$ cat config.mk
export PLATFORM = sky130hd
export DESIGN_NAME = popcount_serial
export DESIGN_NICKNAME = d
export VERILOG_FILES = /design/src/rtl/popcount_serial.sv
export SDC_FILE = /design/constraint.sdc
export NUM_CORES = 1
export LEC_CHECK = 0
export CORE_MARGIN = 5
export CORE_UTILIZATION = 48
export DETAILED_ROUTE_END_ITERATION = 7
export PLACE_DENSITY_LB_ADDON = 0.08
export SLEW_MARGIN = 20
export SYNTH_ARGS = -nofsm -noshare
export SYNTH_HDL_FRONTEND = slang
export SYNTH_SLANG_ARGS = --single-unit
$ cat constraint.sdc
create_clock -name clk -period 2 [get_ports clk]
set_input_delay 0.4 -clock clk [delete_from_list [all_inputs] [get_ports clk]]
set_output_delay 0.4 -clock clk [all_outputs]
set_load 0.005 [all_outputs]
$ cat src/rtl/popcount_serial.sv
// popcount_serial: counts the ones in a W-bit word one bit per clock.
// A word is taken over a valid/ready input handshake and scanned LSB-first.
// The count is then held on a valid/ready output handshake until downstream takes it.
module popcount_serial #(
    parameter int W  = 4,
    parameter int CW = $clog2(W + 1)
) (
    input  logic          clk,
    input  logic          rst_n,
    input  logic          in_valid,
    output logic          in_ready,
    input  logic [W-1:0]  in_data,
    output logic          out_valid,
    input  logic          out_ready,
    output logic [CW-1:0] out_count,
    output logic          busy
);

    // idx must hold 0..W-1. It is kept at least 1 bit wide so that W=1 still works.
    localparam int            IW   = (W > 1) ? $clog2(W) : 1;
    localparam logic [IW-1:0] LAST = IW'(W - 1);

    typedef enum logic [1:0] {
        IDLE  = 2'd0,
        SHIFT = 2'd1,
        DONE  = 2'd2
    } state_t;

    state_t        state, state_nx;
    logic [W-1:0]  shreg;
    logic [CW-1:0] cnt;
    logic [IW-1:0] idx;
    logic          accept;
    logic          last_bit;
    logic [CW-1:0] cnt_sum;

    assign accept   = in_valid && (state == IDLE);
    assign last_bit = (idx == LAST);
    assign cnt_sum  = cnt + CW'(shreg[0]);

    // State register: the asynchronous reset returns the FSM to IDLE at once.
    // NOTE: clocked state uses non-blocking (<=) assignments so every register samples pre-edge values.
    always_ff @(posedge clk or negedge rst_n) begin
        if (!rst_n) begin
            state <= IDLE;
        end else begin
            state <= state_nx;
        end
    end

    // Next state and handshake decode. The outputs depend only on state, never on in_valid or out_ready.
    // NOTE: every signal written here gets a default first, so no path can infer a latch.
    always_comb begin
        state_nx  = state;
        in_ready  = 1'b0;
        out_valid = 1'b0;
        busy      = 1'b0;
        unique case (state)
            IDLE: begin
                in_ready = rst_n;
                if (in_valid) begin
                    state_nx = SHIFT;
                end
            end
            SHIFT: begin
                busy = 1'b1;
                if (last_bit) begin
                    state_nx = DONE;
                end
            end
            DONE: begin
                busy      = 1'b1;
                out_valid = 1'b1;
                if (out_ready) begin
                    state_nx = IDLE;
                end
            end
            default: begin
                state_nx = IDLE;
            end
        endcase
    end

    // Datapath: load on accept, then spend exactly W cycles shifting and accumulating.
    // The result is published only on the final bit.
    always_ff @(posedge clk or negedge rst_n) begin
        if (!rst_n) begin
            shreg     <= '0;
            cnt       <= '0;
            idx       <= '0;
            out_count <= '0;
        end else begin
            if (accept) begin
                shreg <= in_data;
                cnt   <= '0;
                idx   <= '0;
            end else if (state == SHIFT) begin
                cnt   <= cnt_sum;
                shreg <= shreg >> 1;
                idx   <= idx + IW'(1);
                if (last_bit) begin
                    out_count <= cnt_sum;
                end
            end
        end
    end

endmodule

After elaboration in Yosys (flattened, before gate mapping):

Index checks and enable logic that the tools add are counted.

* memory bits (writable): 0
* ROM bits: 0
* input bits: 8
* bits in latches: 0
* word-level logic and storage cells: 33
* register bits after elaboration: 14
* memories: 0
* output and inout bits: 6

* div/mod/pow operators: 0
* add/sub/neg operators: 2
* reductions and logical operators: 6
* shift operators: 0
* $lt $le $gt $ge: 0
* multiplexer cells: 13
* multipliers: 0
* equality and inequality tests: 6
* bitwise logic cells: 1

Operators by type and width (count)
* $mux W2: 5
* $mux W4: 2
* $mux W3: 2
* $ne A2 B2 Y1 const B: 3
* $pmux W2 S3: 1
* $reduce_and A3 Y1: 2
* $eq A2 B2 Y1 const B: 2
* $add A3 B1 Y3: 1
* $mux W1: 3
* $add A2 B1 Y2 const B: 1
* $eq A2 B1 Y1 const B: 1
* $logic_not A2 Y1: 1
* $reduce_bool A2 Y1: 1
* $reduce_or A2 Y1: 1
* $logic_and A1 B1 Y1: 1
* $not A1 Y1: 1

Logic depth before layout (Yosys ltp):

* depth in word-level cells: 4
* gate-level depth with buffers: 6

Worst setup path before layout:

No wires, ideal clock.

* kind: reg2reg
* start: register state[1]
* end: register state[0]
* path slack: 504 ps
* arrival time: 1371 ps
* data required time: 1875 ps
* clock period less this slack: 1496 ps
* setup time: 125 ps
* cell stages (with the launch flop): 5
* cell sequence: dfrtp_1 > inv_1 > ha_1 > a222oi_1 > mux2_2

* word-level cells in the longest chain between the ends: 3

RTL lines
* from (decl): RTL line 29 `state_t state, state_nx;`
* from (signal assigned): RTL line 47 `state <= state_nx;`
* $eq A2 B1 Y1 (tied with other cells): RTL line 58 `unique case (state)`
* $ne A2 B2 Y1 (no source line)
* $reduce_and A3 Y1 (no source line)

Parallel ways exist; a longest one is shown, timed or not.
A chain may end at the register's enable or synchronous reset.

Final worst setup path:

* start: register state[0]
* end: output busy

* word-level cells in the longest chain between the ends: 3

RTL lines
* $eq A2 B1 Y1 / $eq A2 B2 Y1 (equally long branches): RTL line 58
* $reduce_or A2 Y1 (no source line) *
* $mux W1 *: RTL line 58
* to (decl): RTL line 16 `output logic busy`

Mark *: on every way between the ends. The rest lies on a longest branch, timed or not.

==> metrics.md <==
| Metric | Value |
|---|---|
| Leading post-synthesis cells by cell area | `dfrtp_1 (50%), ha_1 (12%), mux2i_1 (8.5%)` |
| Ant diodes | `0` |
| Vias in the first global route | `480` |
| Worst vdd ir | `855 µV` |
| Critical Path RT | `1.60 ns` |
| Critical path endpoint category | `output pin` |
| Yosys cell types | `14` |
| Buffers on Ports | `13` |
| Die W | `48.3 µm` |
| Relative slew slack | `70.9%` |
| Pre-antenna DRT Iters | `4` |
| Crit path DAT | `1.52 ns` |
| First DRT Iteration DRCs | `2` |
| Setup violators final | `0` |
| Via count | `486` |
| Total power draw | `1.32 mW` |
| CTS tree | `yes` |
| Worst-Margin Slew | `0.437 ns` |
| CTS Buf Count | `3` |
| Sink Count | `14` |
| Largest net degree at the start of global routing | `15` |
| Async SR Flop Fraction | `100%` |
| Lkg Pwr | `0.474 nW` |
| Max-cap check violation count | `0` |
| Tcrit/Tclk final | `96.2%` |
| Worst Setup Start Kind | `flip-flop` |
| Io pins | `14` |
| Outcome | `finished clean` |
| Cells after Synth | `62` |
| Top FF cell, synth | `dfrtp_1` |
| Crit path cell chain | `inv_2 -> ha_2 -> clkdlybuf4s50_1` |
| GRT Overall Usage | `13.4%` |
| Mean Syn Cell Area | `11.3 µm²` |
| Most common cell in the synthesized netlist | `dfrtp_1` |
| Post-synth top area share | `49.8%` |
| Area grow syn2layout | `33.1%` |
| Hold_buf cts | `0` |
| Layout cells sized above 1 | `22.6%` |
| Final net count | `100` |
| Slew Limit Fails | `0` |
| Insertion delay of the later-clocked pin in the worst-skew pair | `0.28 ns` |
| Fmax | `520 MHz` |
| Cells after DPL | `92` |
| Initial Util | `52.1%` |
| Gpl congestion | `0.734` |
| H-tree depth | `1` |
| Post-synthesis cell area | `703 µm²` |
| Post-synthesis sequential area ratio | `49.8%` |
| First-pass GRT wire length | `2060 µm` |
| Initial antenna violation count | `0` |
| Final Util | `69.3%` |
| Chip Height | `48.3 µm` |
| Non-filler instance count after layout | `99` |
| Finished Cell Area | `936 µm²` |
| Seq cells post-synth | `14` |
| Worst hold path type | `primary input to async pin` |
| Crit Path Max Fanout | `3` |
| Crit Path Category | `flip-flop to output pin` |
| Worst setup margin | `0.0763 ns` |
| Setup TNS | `0 ns` |
| Warning count from the yosys run | `0` |
| Count of final hold-check violations | `0` |
| Max incr delay on CP | `0.49 ns` |
| Area after DPL | `872 µm²` |
| CTS root buffer | `clkbuf_4` |
| Post-layout minimum cycle time | `1.92 ns` |
| Worst hold slack | `0.465 ns` |
| CTS max path bufs | `2` |
| Row count | `13` |
| Drt via density | `4.91` |
| DP Wirelength | `887 µm` |
| Post-synth top cells | `dfrtp_1 (14), ha_1 (7), mux2i_1 (6), nand2_1 (6), nor2_1 (6)` |
| Setup Skew | `0.00963 ns` |
| WL/cell | `12.5 µm` |
| Core area | `1350 µm²` |
| Cell taking the most area after synthesis | `dfrtp_1` |
| EDFF count, synth | `0` |
| Syn Nets | `77` |
| ANT nets after route | `0` |
| GRT Residual Overflow | `0` |
| CP max-delay cell | `clkdlybuf4s50_1` |
| DR DRC count | `0` |
| Power density cells | `1410 nW/µm²` |
| Pre-CTS setup slack | `0.0940 ns` |
| Area of the die | `2330 µm²` |
| Clock transition at path regs | `0.09 ns` |
| Post-Route WL | `1240 µm` |
worst max-delay path, delay by kind of cell, from the launching register on:
kind,cells,cell delay (ns)
buf+inv,2,0.55
flops,1,0.39
fa+ha+maj,1,0.30
final timing paths:
kind                              start      endpoint  slack (ns)  depth (start not counted)
max                            state[0]          busy        0.08                          3
min                               rst_n      shreg[3]        0.46                          2
max reg2reg                    state[1]      state[1]        0.27                          5
min reg2reg                out_count[2]  out_count[2]        0.51                          1
max in group asynchronous         rst_n  out_count[1]        1.36                          2
min in group clk           out_count[2]  out_count[2]        0.51                          1
timing repair:
action | in CTS | in global routing
buffers inserted | 0 | 3
hold endpoints to repair | 0 | 0
endpoints found under the setup margin | 1 | 2
resized for setup | 3 | 1
placed cells by master (no fill, tap or decap):
master / n
dfrtp_1: 14
clkdlybuf4s50_1: 12
buf_4: 7
mux2i_1: 6
nor2_1: 6
nand2_1: 6
ha_1: 6
mux2_2: 5
o21ai_0: 4
inv_1: 3
clkbuf_4: 3
inv_2: 2
and2_1: 2
xor2_1: 2
nand2b_1: 1
xnor2_1: 1
a222oi_1: 1
ha_2: 1
clkbuf_8: 1
dlymetal6s2s_1: 1
layer usage:
metal | global-route usage (%) | wire [µm]
met2 | 19.0 | 586
met3 | 3.32 | 52
met5 | 0 | 0
met1 | 17.7 | 589
met4 | 9.68 | 13
registers in the layout, summed over array words and instances, names as in the netlist:
signal / cells
state: 2
cnt: 3
shreg: 4
idx: 2
out_count: 3
power by group:
group / switching, mW / internal, mW / total (mW) / leakage [nW]
logic: 0.266 / 0.380 / 0.645 / 0.271
registers: 0.0686 / 0.404 / 0.472 / 0.181
clock network: 0.0949 / 0.111 / 0.206 / 0.0210
logic make-up after synthesis:
group           share of synthesized area, %
compound gates                          4.27
xor+xnor                                3.74
fa+ha+maj                               12.5
buf+inv                                 4.09
flops                                   49.8
mux                                     16.5
simple gates                            9.07
area by class of cell:
type                            instances  area [µm²]
Multi-Input combinational cell         41         327
Timing Repair Buffer                   20         185
Tap cell                               15        18.8
Inverter                                5        18.8
Fill cell                             105         414
Sequential cell                        14         350
Clock buffer                            4        36.3
Power figures use the tool's default switching activity.
==> patch 1 (same settings) <==
Re-encode `state_t` (3 states) as one-hot, 3 bits wide.
--- a/src/rtl/popcount_serial.sv
+++ b/src/rtl/popcount_serial.sv
@@ -21,8 +21,8 @@
     localparam logic [IW-1:0] LAST = IW'(W - 1);
 
-    typedef enum logic [1:0] {
-        IDLE  = 2'd0,
-        SHIFT = 2'd1,
-        DONE  = 2'd2
+    typedef enum logic [2:0] {
+        IDLE  = 3'b001,
+        SHIFT = 3'b010,
+        DONE  = 3'b100
     } state_t;
 
Check against the original RTL: no difference found for any inputs over 10 cycles, from zero or initial values and one cycle with rst_n low; not proved beyond that.
==> patch 1 against the original RTL <==
Power decreased by 21%. Maximum frequency decreased by 0.31%. Wire length rose by 7.7%. Via count is 12% higher. Cell count rose by 4.0%. Worst setup slack got worse by 0.0060 ns. Clock skew shrank 0.0022 ns. Clock power shrank 18%. Critical path depth stayed put. Sequential cell count is 1 higher. Area after synthesis rose by 2.8%. Design area down 2.4%. Critical path type unchanged. Highest routed layer is now met3.
==> patch 1: results (changes against the original RTL) <==
- CP peak stage delay: 0.59 ns (was 0.49 ns)
- Clock skew: 0.007411 ns (was 0.009629 ns)
- Vias in the first global route: 520 (was 480)
- R2R Setup Slk: 0.55 ns (was 0.27 ns)
- Status: completed (unchanged)
- Pin count of the biggest net entering global routing: 16 (was 15)
- Global-route wire length before repair: 2.346 mm (was 2.063 mm)
- Sequential-to-total area share from yosys stat: 0.5208 (was 0.4982)
- Worst EP arrival: between 1.5 and 2 ns
- Post-Synth XOR/XNOR Area: 0.02422 (was 0.03737)
- Layout cells sized above 1: 0.1839 (was 0.2262)
- Initial antenna violation count: 0 (unchanged)
- Fraction of the mapped netlist area in compound gates: 0.1176 (was 0.04270)
- Leakage: 0.4261 nW (was 0.4737 nW)
- Reg with most FFs: shreg (unchanged)
- Via count: 543 (was 486)
- Post-CTS setup buffer count: 0 (unchanged)
- Post-synth cell types: 25 (was 14)
- Synth Area in Adders: 0.05190 (was 0.1246)
- All-Layer GR Usage: 0.1214 (was 0.1344)
- Tightest Pin Transition: 0.2325 ns (was 0.4367 ns)
- Top delay family on crit path: flip-flops (was buffers and inverters)
- Slowest cell on the critical path: dfstp_2 (was clkdlybuf4s50_1)
- Setup ws final: 0.07034 ns (was 0.07635 ns)
- Clk root buf: clkbuf_4 (unchanged)
- Cells on worst reg2reg path: 4 (was 5)
- Syn_nets: 79 (was 77)
- Dpl ws: -0.009698 ns (was 0.09395 ns)
- Ranking of synthesized cells by area: dfrtp_1 (48%), a21oi_1 (6.2%), nand2_1 (5.7%), ha_1 (5.2%), mux2_2 (4.7%) (was dfrtp_1 (50%), ha_1 (12%), mux2i_1 (8.5%), mux2_2 (8.0%), nand2_1 (3.2%))
- HP Class: in -> async (unchanged)
- Mux cell area share after synthesis: 0.04671 (was 0.1655)
- Post-synthesis cell count: 68 (was 62)
- Initial DRC Count: 1 (was 2)
- WL final: 1.336 mm (was 1.241 mm)
- Post-CTS resize count: 2 (was 3)
- Final HPWL DP: 997.8 microns (was 887 microns)
- Nets@finish: 99 (was 100)
- Placed cell count: 99 (was 92)
- Pre-antenna DRT Iters: 3 (was 4)
- Peak VDD IR: 0.5699 mV (was 0.8548 mV)
- CP Max Fanout: 7 (was 3)
- Top post-synthesis cells by count: dfrtp_1 (14), nand2_1 (11), a21oi_1 (9) (was dfrtp_1 (14), ha_1 (7), mux2i_1 (6), nand2_1 (6), nor2_1 (6))
- GP Congestion: 0.7565 (was 0.7341)
- DR WL/cell: 12.97 microns (was 12.54 microns)
patch 1: through the flow:
stage | TNS, ns | cell area, sq um | hold WS [ns]
2_1_floorplan | 0 | 723.2 | 0.1044
3_3_place_gp | 0 | 888.4 | 0.4884
3_5_place_dp | -0.009698 | 888.4 | 0.4955
4_1_cts | 0 | 913.4 | 0.4630
5_1_grt | 0 | 913.4 | 0.4612
6_report | 0 | 913.4 | 0.4598
patch 1: per-layer routing:
metal	track usage	up-vias	wire length, microns
li1	-	276	-
met1	0.1618	259	602
met2	0.1978	8	678
met3	0.02141	0	55
met4	0.04036	0	0
met5	0	-	0
patch 1: logic make-up after synthesis:
logic type	after synthesis
xor gates and xnor gates	2
muxes	3
AOI/OAI and AO/OA	15
DFF	15
buffers and inverters	4
adders and majority gates	3
and+or+nand+nor	26
patch 1: cell type report:
cell class,count,area [sq um]
clock buffers,3,22.52
clock inverters,1,5.005
fillers,139,558.0
inverters,1,3.754
multi-input cells,49,320.3
flip-flops and latches,15,376.6
well taps,16,20.02
repair buffers,18,165.2
patch 1: path summary, 6_finish.rpt:
path	to	from
max	out_valid	state[0]$_DFFE_PN1P_
min	cnt[0]$_DFFE_PN0P_	rst_n
max reg2reg	cnt[2]$_DFFE_PN0P_	state[0]$_DFFE_PN1P_
min reg2reg	shreg[0]$_DFFE_PN0P_	shreg[1]$_DFFE_PN0P_
max in group asynchronous	state[0]$_DFFE_PN1P_	rst_n
min in group clk	shreg[0]$_DFFE_PN0P_	shreg[1]$_DFFE_PN0P_
patch 1: power by group:
group | total (W) | internal (W) | switching (W)
clock network | 0.000169 | 0.0000741 | 0.0000949
logic | 0.000407 | 0.000209 | 0.000198
registers | 0.000472 | 0.000410 | 0.0000621
patch 1: worst reg2reg max path: stages (launching register included):
cell and delay, ns:
dfstp_2 0.40, or3b_1 0.36, buf_4 0.18, or3_1 0.30
a21oi_1 0.15
==> patch 2 (config.mk and constraints unchanged) <==
Without the edit above. The parameter `W` goes from 4 to 8.
--- a/src/rtl/popcount_serial.sv
+++ b/src/rtl/popcount_serial.sv
@@ -3,5 +3,5 @@
 // The count is then held on a valid/ready output handshake until downstream takes it.
 module popcount_serial #(
-    parameter int W  = 4,
+    parameter int W  = 8,
     parameter int CW = $clog2(W + 1)
 ) (
Ports: changed (resized in_data and out_count); port bits go from 14 to 19. The function was not compared with the original's and may differ.
==> patch 2 against the original RTL <==
Clock skew is 0.0047 ns lower. Power is 22% higher. Sequential cell count is 7 higher. Global-route usage is 1.0 points lower. Wire length is 43% higher. Design area is 41% higher. Non-clock buffer count is 5 higher. Sequential power is 42% higher. Largest power group unchanged. Clock power is 5% lower. Area after synthesis is 48% higher. Register-to-register slack better by 0.03 ns. Worst setup slack better by 0.23 ns.
==> patch 2: results (changes against the original RTL) <==
- Status: completed (unchanged)
- # fillers: 172 (was 105)
- Terminus of the critical flop-to-flop path: state[0]$_DFFE_PN0P_ (was state[1]$_DFFE_PN0P_)
- RR Startpoint: state[0]$_DFFE_PN0P_ (was state[1]$_DFFE_PN0P_)
- Sequential-to-total area share from yosys stat: 0.5048 (was 0.4982)
- Post-synthesis cell count: 93 (was 62)
- Slowest cell on the critical path: a222oi_1 (was clkdlybuf4s50_1)
- Initial DRC Count: 13 (was 2)
- Peak VDD IR: 0.7341 mV (was 0.8548 mV)
- DR WL/cell: 12.31 microns (was 12.54 microns)
- TritonCTS buffer count: 3 (unchanged)
- Layout cells sized above 1: 0.1709 (was 0.2262)
- Top post-synthesis cells by count: dfrtp_1 (21), mux2i_1 (11), nand2_1 (10) (was dfrtp_1 (14), ha_1 (7), mux2i_1 (6), nand2_1 (6), nor2_1 (6))
- CP Capture Point: state[0]$_DFFE_PN0P_ (was busy)
- WL final: 1.772 mm (was 1.241 mm)
- Via density: 4.792 (was 4.909)
- Worst Path Class, Setup: reg -> reg (was reg -> out)
- Dpl ws: 0.08227 ns (was 0.09395 ns)
- Top Registers: shreg: 8 flops, cnt: 4 flops, out_count: 4 flops (was shreg: 4 flops, cnt: 3 flops, out_count: 3 flops)
- Pin count of the biggest net entering global routing: 24 (was 15)
- Clock skew: 0.004937 ns (was 0.009629 ns)
- R2R Setup Slk: 0.30 ns (was 0.27 ns)
- PortBufs: 18 (was 13)
- Syn_nets: 113 (was 77)
- Final Cell Area: 1318 sq um (was 935.9 sq um)
- All-Layer GR Usage: 0.1239 (was 0.1344)
- Post-synth cell types: 18 (was 14)
- Final Hold Slack: 0.4779 ns (was 0.4647 ns)
- Htree depth: 1 (unchanged)
- CP Max Fanout: 6 (was 3)
- Ranking of synthesized cells by area: dfrtp_1 (50%), mux2i_1 (11%), ha_1 (9.6%), mux2_2 (6.5%), o21ai_0 (3.8%) (was dfrtp_1 (50%), ha_1 (12%), mux2i_1 (8.5%), mux2_2 (8.0%), nand2_1 (3.2%))
- Clock slew at reported path FFs: 0.11 ns (was 0.09 ns)
- Switching pwr: 0.0005463 W (was 0.0004291 W)
- Placed cell count: 137 (was 92)
- GP Congestion: 0.7090 (was 0.7341)
- Final HPWL DP: 1.298 mm (was 887 microns)
- Vias in the first global route: 717 (was 480)
- Cells on worst reg2reg path: 3 (was 5)
- Rel. slew slack: 0.7184 (was 0.7089)
- Worst EP arrival: 1.89 ns (was 1.52 ns)
- Leakage: 0.6650 nW (was 0.4737 nW)
- Global-route wire length before repair: 3.111 mm (was 2.063 mm)
- Fmax: 589.3 MHz (was 519.8 MHz)
==> patch 2: changes by cell type after synthesis, moves of 2 or more <==
cell	unedited run	this run
dfrtp_1	14	21
mux2i_1	6	11
nand2_1	6	10
o21ai_0	4	8
clkbuf_1	0	3
nor2_1	6	8
==> patch 2: critical path, delay by kind of cell (launching register included) <==
kind                     cells  cell delay, ns
AO/OA/AOI/OAI                1            0.49
flip-flops                   1            0.42
multiplexers                 1            0.38
adder cells (fa/ha/maj)      1            0.31
==> patch 2: cell families (layout without fill, tap and decap cells) <==
family          count (synthesis)  after routing  synth area share
simple gates                   23             23           0.09376
fa+ha+maj                       8              8           0.09616
compound gates                  9              9           0.04808
xor+xnor                        5              5           0.04207
flops                          21             21            0.5048
buf+inv                        10             34           0.04447
mux                            17             17            0.1707
==> patch 2: layout make-up <==
class	count	area share
well taps	27	0.02564
repair buffers	25	0.1823
multi-input cells	62	0.3580
flip-flops and latches	21	0.3989
clock buffers	3	0.01709
inverters	5	0.01425
clock inverters	1	0.003799
==> patch 2: per-layer routing <==
metal | wire length, microns | global-route usage
met2 | 832 | 0.2013
met3 | 97 | 0.03899
met5 | 0 | 0
met1 | 823 | 0.1463
met4 | 19 | 0.06102
==> patch 2: repair_timing <==
action                     in CTS  in global routing
hold buffers                    0                  0
gates resized for setup         3                  3
buffers inserted                3                  0
setup endpoints to repair       1                  3
gates cloned                    0                  0
==> patch 2: power by group through the flow <==
stage | registers (W) | logic (W) | clock network (W)
after floorplan | 0.000661 | 0.000515 | 0
after global placement | 0.000675 | 0.000699 | 0
after detailed placement | 0.000682 | 0.000721 | 0
after CTS | 0.000674 | 0.000768 | 0.000206
after global routing | 0.000693 | 0.000848 | 0.000232
final | 0.000672 | 0.000742 | 0.000196
